File: src/rtl/decode_stage.sv
// rtl/decode_stage.sv - MIPS ID stage: decode, 32x32 register file with write-first bypass, registered ID/EX bank
module decode_stage #(
    parameter int DATA_W = 32,
    parameter int NREGS  = 32
) (
    input  logic              clk,
    input  logic              reset,
    input  logic [31:0]       instr_in,
    input  logic              instr_valid,
    input  logic              stall,
    input  logic              flush,
    input  logic              wb_we,
    input  logic [4:0]        wb_addr,
    input  logic [DATA_W-1:0] wb_data,
    output logic [DATA_W-1:0] rs_data,
    output logic [DATA_W-1:0] rt_data,
    output logic [DATA_W-1:0] imm_ext,
    output logic [4:0]        dest_reg,
    output logic [2:0]        alu_op,
    output logic              alu_src,
    output logic              reg_write,
    output logic              mem_read,
    output logic              mem_write,
    output logic              branch,
    output logic              valid_out
);

    localparam logic [5:0] OP_RTYPE = 6'b000000;
    localparam logic [5:0] OP_ADDI  = 6'b001000;
    localparam logic [5:0] OP_LW    = 6'b100011;
    localparam logic [5:0] OP_SW    = 6'b101011;
    localparam logic [5:0] OP_BEQ   = 6'b000100;

    localparam logic [5:0] FN_ADD = 6'b100000;
    localparam logic [5:0] FN_SUB = 6'b100010;
    localparam logic [5:0] FN_AND = 6'b100100;
    localparam logic [5:0] FN_OR  = 6'b100101;
    localparam logic [5:0] FN_SLT = 6'b101010;

    logic [5:0] opcode;
    logic [5:0] funct;
    logic [4:0] rs_addr;
    logic [4:0] rt_addr;
    logic [4:0] rd_addr;
    logic       unused_shamt;

    assign opcode       = instr_in[31:26];
    assign rs_addr      = instr_in[25:21];
    assign rt_addr      = instr_in[20:16];
    assign rd_addr      = instr_in[15:11];
    assign funct        = instr_in[5:0];
    assign unused_shamt = ^instr_in[10:6];

    logic [DATA_W-1:0] regs_q [NREGS];

    always_ff @(posedge clk or posedge reset) begin
        if (reset) begin
            for (int i = 0; i < NREGS; i++) begin
                regs_q[i] <= '0;
            end
        end else if (wb_we && wb_addr != 5'd0) begin
            regs_q[wb_addr] <= wb_data;
        end
    end

    // Write-first: a same-cycle write-back wins over the stored value.
    logic [DATA_W-1:0] rs_rd;
    logic [DATA_W-1:0] rt_rd;

    always_comb begin
        rs_rd = '0;
        if (rs_addr != 5'd0) begin
            if (wb_we && wb_addr == rs_addr) rs_rd = wb_data;
            else                             rs_rd = regs_q[rs_addr];
        end
    end

    always_comb begin
        rt_rd = '0;
        if (rt_addr != 5'd0) begin
            if (wb_we && wb_addr == rt_addr) rt_rd = wb_data;
            else                             rt_rd = regs_q[rt_addr];
        end
    end

    logic [2:0] dec_alu_op;
    logic       dec_alu_src;
    logic       dec_reg_write;
    logic       dec_mem_read;
    logic       dec_mem_write;
    logic       dec_branch;
    logic [4:0] dec_dest;

    always_comb begin
        dec_alu_op    = 3'b000;
        dec_alu_src   = 1'b0;
        dec_reg_write = 1'b0;
        dec_mem_read  = 1'b0;
        dec_mem_write = 1'b0;
        dec_branch    = 1'b0;
        dec_dest      = (opcode == OP_RTYPE) ? rd_addr : rt_addr;
        case (opcode)
            OP_RTYPE: begin
                case (funct)
                    FN_ADD: begin dec_alu_op = 3'b010; dec_reg_write = 1'b1; end
                    FN_SUB: begin dec_alu_op = 3'b110; dec_reg_write = 1'b1; end
                    FN_AND: begin dec_alu_op = 3'b000; dec_reg_write = 1'b1; end
                    FN_OR:  begin dec_alu_op = 3'b001; dec_reg_write = 1'b1; end
                    FN_SLT: begin dec_alu_op = 3'b111; dec_reg_write = 1'b1; end
                    default: ;
                endcase
            end
            OP_ADDI: begin
                dec_alu_op    = 3'b010;
                dec_alu_src   = 1'b1;
                dec_reg_write = 1'b1;
            end
            OP_LW: begin
                dec_alu_op    = 3'b010;
                dec_alu_src   = 1'b1;
                dec_reg_write = 1'b1;
                dec_mem_read  = 1'b1;
            end
            OP_SW: begin
                dec_alu_op    = 3'b010;
                dec_alu_src   = 1'b1;
                dec_mem_write = 1'b1;
            end
            OP_BEQ: begin
                dec_alu_op = 3'b110;
                dec_branch = 1'b1;
            end
            default: ;
        endcase
    end

    logic [DATA_W-1:0] rs_q, rs_d;
    logic [DATA_W-1:0] rt_q, rt_d;
    logic [DATA_W-1:0] imm_q, imm_d;
    logic [4:0]        dest_q, dest_d;
    logic [2:0]        alu_op_q, alu_op_d;
    logic              alu_src_q, alu_src_d;
    logic              reg_write_q, reg_write_d;
    logic              mem_read_q, mem_read_d;
    logic              mem_write_q, mem_write_d;
    logic              branch_q, branch_d;
    logic              valid_q, valid_d;

    // Priority flush > stall > load; a flush leaves the data fields as they were.
    always_comb begin
        rs_d        = rs_q;
        rt_d        = rt_q;
        imm_d       = imm_q;
        dest_d      = dest_q;
        alu_op_d    = alu_op_q;
        alu_src_d   = alu_src_q;
        reg_write_d = reg_write_q;
        mem_read_d  = mem_read_q;
        mem_write_d = mem_write_q;
        branch_d    = branch_q;
        valid_d     = valid_q;
        if (flush) begin
            alu_op_d    = 3'b000;
            alu_src_d   = 1'b0;
            reg_write_d = 1'b0;
            mem_read_d  = 1'b0;
            mem_write_d = 1'b0;
            branch_d    = 1'b0;
            valid_d     = 1'b0;
        end else if (!stall) begin
            rs_d        = rs_rd;
            rt_d        = rt_rd;
            imm_d       = {{(DATA_W-16){instr_in[15]}}, instr_in[15:0]};
            dest_d      = dec_dest;
            alu_op_d    = instr_valid ? dec_alu_op : 3'b000;
            alu_src_d   = instr_valid & dec_alu_src;
            reg_write_d = instr_valid & dec_reg_write;
            mem_read_d  = instr_valid & dec_mem_read;
            mem_write_d = instr_valid & dec_mem_write;
            branch_d    = instr_valid & dec_branch;
            valid_d     = instr_valid;
        end
    end

    always_ff @(posedge clk or posedge reset) begin
        if (reset) begin
            rs_q        <= '0;
            rt_q        <= '0;
            imm_q       <= '0;
            dest_q      <= '0;
            alu_op_q    <= '0;
            alu_src_q   <= 1'b0;
            reg_write_q <= 1'b0;
            mem_read_q  <= 1'b0;
            mem_write_q <= 1'b0;
            branch_q    <= 1'b0;
            valid_q     <= 1'b0;
        end else begin
            rs_q        <= rs_d;
            rt_q        <= rt_d;
            imm_q       <= imm_d;
            dest_q      <= dest_d;
            alu_op_q    <= alu_op_d;
            alu_src_q   <= alu_src_d;
            reg_write_q <= reg_write_d;
            mem_read_q  <= mem_read_d;
            mem_write_q <= mem_write_d;
            branch_q    <= branch_d;
            valid_q     <= valid_d;
        end
    end

    assign rs_data   = rs_q;
    assign rt_data   = rt_q;
    assign imm_ext   = imm_q;
    assign dest_reg  = dest_q;
    assign alu_op    = alu_op_q;
    assign alu_src   = alu_src_q;
    assign reg_write = reg_write_q;
    assign mem_read  = mem_read_q;
    assign mem_write = mem_write_q;
    assign branch    = branch_q;
    assign valid_out = valid_q;

endmodule

File: config.mk
export PLATFORM = sky130hd
export DESIGN_NAME = decode_stage
export DESIGN_NICKNAME = d
export VERILOG_FILES = /design/src/rtl/decode_stage.sv
export SDC_FILE = /design/constraint.sdc
export NUM_CORES = 2
export LEC_CHECK = 0
export CORE_MARGIN = 2
export CORE_UTILIZATION = 30
export DETAILED_ROUTE_END_ITERATION = 7
export SLEW_MARGIN = 20
export SYNTH_ARGS = -nofsm -noshare
export SYNTH_HDL_FRONTEND = slang
export SYNTH_SLANG_ARGS = --single-unit
File: constraint.sdc
create_clock -name clk -period 37 [get_ports clk]
set_clock_uncertainty 0.1 [all_clocks]
set_input_delay 5.55 -clock clk [delete_from_list [all_inputs] [get_ports clk]]
set_output_delay 5.55 -clock clk [all_outputs]
set_load 0.02 [all_outputs]
=== After elaboration in Yosys (flattened, before gate mapping) ===
Cells that the tools add are included.
W data, S select, Z words.

* Register bits after elaboration: 1118
* Memories kept: 0
* Memory bits (writable): 0
* Bits in read-only memories: 0
* Latch bits: 0
* Bits of input ports: 75

* Eq/ne operators: 12
* Bitwise gates (word level): 10
* Muxes and demuxes: 37
* Multiply operators: 0
* Reduce and logical (&&, ||, !) cells: 12
* Shift operators: 0
* Add/sub/neg operators: 0
* Order comparisons: 4
* Divide/modulo/power cells: 0

{| class="wikitable"
|+ Operator list
! kind !! count
|-
| $bwmux W1024 || 1
|-
| $bmux W32 S5 || 2
|-
| $mux W32 || 9
|-
| $demux W32 S5 || 1
|-
| $eq A6 B6 Y1 const B || 7
|-
| $ge A6 B6 Y1 const B || 3
|-
| $not A5 Y6 || 3
|-
| $mux W1 || 17
|-
| $reduce_bool A5 Y1 || 3
|-
| $pmux W3 S4 || 1
|-
| $eq A5 B5 Y1 || 2
|-
| $mux W3 || 3
|-
| $pmux W3 S3 || 1
|-
| $eq A6 B3 Y1 const B || 1
|-
| $eq A6 B4 Y1 const B || 1
|-
| $logic_not A6 Y1 || 1
|-
| $lt A6 B1 Y1 const B || 1
|-
| $and A1 B1 Y1 || 5
|-
| $mux W5 || 1
|-
| $reduce_or A5 Y1 || 1
|-
| $logic_and A1 B1 Y1 || 4
|-
| $reduce_or A3 Y1 || 1
|-
| $ne A2 B1 Y1 const B || 1
|-
| $not A1 Y1 || 2
|-
| 3 further kinds || 3
|}

=== Depth between registers and ports, before layout ===
* Depth in word-level cells: 7
* Mapped depth: 9
* Mapped depth without buffers: 5

=== Worst setup path after synthesis ===
Ideal clock, no wire load.

* Path kind: input to register
* Start point: input port instr_in[18]
* End point: register rt_q[0], in the netlist rt_data[0]
* Stages: 7
* Setup slack: 29.563 ns
* Library setup time: 0.131 ns
* Path buffers: 3
* Arrival: 7.206 ns
* Cells stage by stage: buf_2 -> buf_2 -> clkbuf_1 -> mux4_2 -> a22oi_1 -> a21oi_1 -> or3_1

* Cells in the longest elaborated chain, start to end: 6

{| class="wikitable"
|+ RTL lines
! item !! RTL line !! RTL
|-
| start: declaration || 8 || <nowiki>input logic [31:0] instr_in,</nowiki>
|-
| $not A5 Y6 (implied by the code) || 82 || <nowiki>else rt_rd = regs_q[rt_addr];</nowiki>
|-
| $bmux W32 S5 || 82 ||
|-
| $mux W32 (implied by the code) (2 in series) || 82 ||
|-
| $mux W32 || 81 || <nowiki>if (wb_we && wb_addr == rt_addr) rt_rd = wb_data;</nowiki>
|-
| $mux W32 (*) || 80 || <nowiki>if (rt_addr != 5'd0) begin</nowiki>
|-
| end signal: assignment || 200 || <nowiki>rt_q <= rt_d;</nowiki>
|-
| end: declaration || 138 || <nowiki>logic [DATA_W-1:0] rt_q, rt_d;</nowiki>
|}

Every way passes the cells marked *; elsewhere a longest branch is shown, timed or not. The select of a mux whose other input is x is not followed.
A chain may end at the register's enable or synchronous reset.

=== Worst setup path after layout ===
* Start point: input port instr_in[16]
* End point: register rt_q[17], in the netlist rt_data[17]

Same word-level chain as after synthesis.

==> results.md <==
- Least-Margin Pin Slew: 1.17 ns
- Port bufs: 184
- Post-DRT Antenna Nets: 0
- Worst r2r src: regs_q[25]
- Critical path data arrival time: 9.75 ns
- Final Util: 34.2%
- Die W: 443 um
- Worst setup startpoint: instr_in[16]
- Syn_area_per_cell: 14.9 um2
- WL/cell: 28.6 um
- Vias in the first global route: 37700
- Leading post-synthesis cells by cell area: dfrtp_1 (48%), mux4_2 (17%), mux2_2 (17%)
- Die Area: 196000 um2
- Post-cts hold buffer count: 0
- Final Cycle Share: 24.9%
- Critical Path Source Type: input port
- R2r endpoint: rt_data[25]
- Final min period: 9.23 ns
- Area of the multi-input gates: 27800 um2
- Max H-tree Level: 3
- Final WS setup: 27.77 ns
- Hold Slack: 0.293 ns
- Iter 0 DRT Violations: 3039
- Status: finished, final reports clean
- Async SR Flop Fraction: 100%
- PostCTS Resize Cnt: 0
- Largest reg by FF count: regs_q
- Synth Instances: 3875
- DRT Wirelength: 185 mm
- CTS tree: built
- Top cell type by total area after synthesis: dfrtp_1
- Worst-Skew Late Latency: 0.77 ns
- Crit Path Category: input port to flop
- Most common cell in the netlist: dfrtp_1
- Setup TNS: 0 ns
- Ports: 185
- Share of cells above drive strength 1: 42.9%
- Fin. max-slew vios: 0
- Num CTS Buffers: 117
- CTS Root Cell: clkbuf_16
- Count of cell types in the netlist: 50
- Core Region: 192000 um2
- Internal reg-to-reg setup slack: 34.95 ns
- EDFF count, synth: 0
- Max-cap violations: 0
- P per Cell Area: 54.3 nW/um2
- Required @ worst endpoint: 37.52 ns
- Bufs on Longest Clock Path: 3
- Cell area after synthesis: 57800 um2
- Hold Vio Cnt, Final: 0
- Max FFs per register: 1024
- Post-CTS setup buffers: 0
- Ys flop type: dfrtp_1
- Starting Density: 30.1%
- HP Class: flop to flop
- CP max FO: 104
- Via Count: 36700
- Maximum VDD drop: 0.0442 mV
- Fill cells: 18400
- Largest net degree at the start of global routing: 179
- Seq/Total Area, Yosys: 48.4%
- RSZ-0062 raised after global routing: no
- First-pass GRT wire length: 271 mm
- Reg2Reg Depth: 4
- Die height: 443 um
- Final Net Count: 3896
- Remaining Overflow, GRT: 0
- Yosys top cell area share: 48.4%
- Final Wtd Congestion: 0.788
- Area Growth Syn to Fin: 13.5%
- Total Routing Usage GR: 18.6%
- Worst Setup End Kind: flop
- FP Rows: 161
- Post-synth top cells: dfrtp_1 (1118), mux2_2 (872), mux4_2 (448), clkbuf_1 (241), mux2i_1 (197)
- Pre-CTS setup slack: 26.90 ns
- # setup viols final: 0
- Flops & latches, synth: 1118
- F_max: 0.108 GHz
- First-pass DRT Iterations: 5
- CTS Sinks: 1118
- Critical Path End: rt_data[17]
- Sequential Area: 28000 um2
- Dpl hpwl: 102 mm
- Vias per cell: 5.69
- Clock transition at path regs: 0.06 ns
- Synth warn: 0
- Initial antenna violation count: 10
- Synthesized Nets: 3950
- Rel. slew slack: 21.8%
- Pleak: 27.8 nW
- DRC: 0
-- worst min-delay path by stage --
stage / slack [ns] / to / cells after the start / startpoint
floorplan: 0.34 / regs_q[1000] / 1 / regs_q[1000]
global placement: 0.28 / regs_q[1001] / 0 / regs_q[1001]
detailed placement: 0.28 / regs_q[999] / 0 / regs_q[999]
CTS: 0.30 / regs_q[1007] / 0 / regs_q[1007]
global route: 0.31 / regs_q[1021] / 0 / regs_q[1021]
finish: 0.29 / regs_q[1021] / 0 / regs_q[1021]
-- worst max-delay path, cell delays in order --
cell	delay, ns
buf_8	0.55
buf_12	0.65
buf_4	0.75
buf_4	0.70
mux4_2	0.59
a22oi_1	0.24
a21oi_1	0.10
or3_1	0.39
-- through the flow --
step / area, um2 / power, W / std cells
CTS: 65700 / 0.00359 / 6446
global placement: 61600 / 0.00232 / 6228
finish: 65600 / 0.00356 / 6447
floorplan: 57800 / 0.00213 / 3875
global route: 65600 / 0.00372 / 6447
detailed placement: 61600 / 0.00234 / 6228
-- cell type report --
| type | count | area share [%] |
|---|---|---|
| Sequential cell | 1118 | 42.6 |
| Multi-Input combinational cell | 2298 | 42.4 |
| Clock buffer | 186 | 5.49 |
| Tap cell | 2526 | 4.82 |
| Timing Repair Buffer | 282 | 3.93 |
| Clock inverter | 32 | 0.692 |
| Inverter | 4 | 0.0286 |
| Antenna cell | 1 | 0.00381 |
-- kinds of logic (layout without fill, tap and decap cells) --
family / count (synthesis) / in the layout / synth area share [%]
xor+xnor: 10 / 10 / 0.152
compound gates: 436 / 436 / 5.49
simple gates: 215 / 215 / 1.92
buf+inv: 459 / 504 / 3.83
mux: 1637 / 1637 / 40.2
flops: 1118 / 1118 / 48.4
other cells: 0 / 1 / 0
-- cells in the final DEF (no fill, tap or decap), types with 20 or more instances in the layout --
cell             netlist  routed
a221o_1               32      32
o22ai_1               64      64
clkbuf_8               0      37
dfrtp_1             1118    1118
clkdlybuf4s50_1        0     159
or3_1                 32      32
mux4_2               448     448
clkbuf_16              0     119
mux2i_1              197     197
a22o_1                64      64
nor2_4                 0      20
o21ai_0               39      39
buf_2                 88      20
mux2_1               120     120
a21oi_1               66      66
mux2_2               872     872
nand2_1               80      65
a221oi_1              64      64
buf_4                 37      88
clkbuf_1             241      30
nor4_1                37      37
a22oi_1               96      96
-- routing by layer --
metal	vias to the layer above	global-route usage, %	share of wire (%)	wire (um)
li1	15000	-	-	-
met1	20000	24.1	41	76200
met2	1245	30.7	49	89700
met3	401	3.19	6.0	11100
met4	14	7.40	4.1	7550
met5	-	0	0.048	88
-- power by group --
group | total [W] | switching (W) | internal [W]
Combinational | 0.000700 | 0.000288 | 0.000412
Clock | 0.00124 | 0.000514 | 0.000727
Sequential | 0.00162 | 0.000169 | 0.00145
No activity file was read; power rests on OpenSTA's default activity.
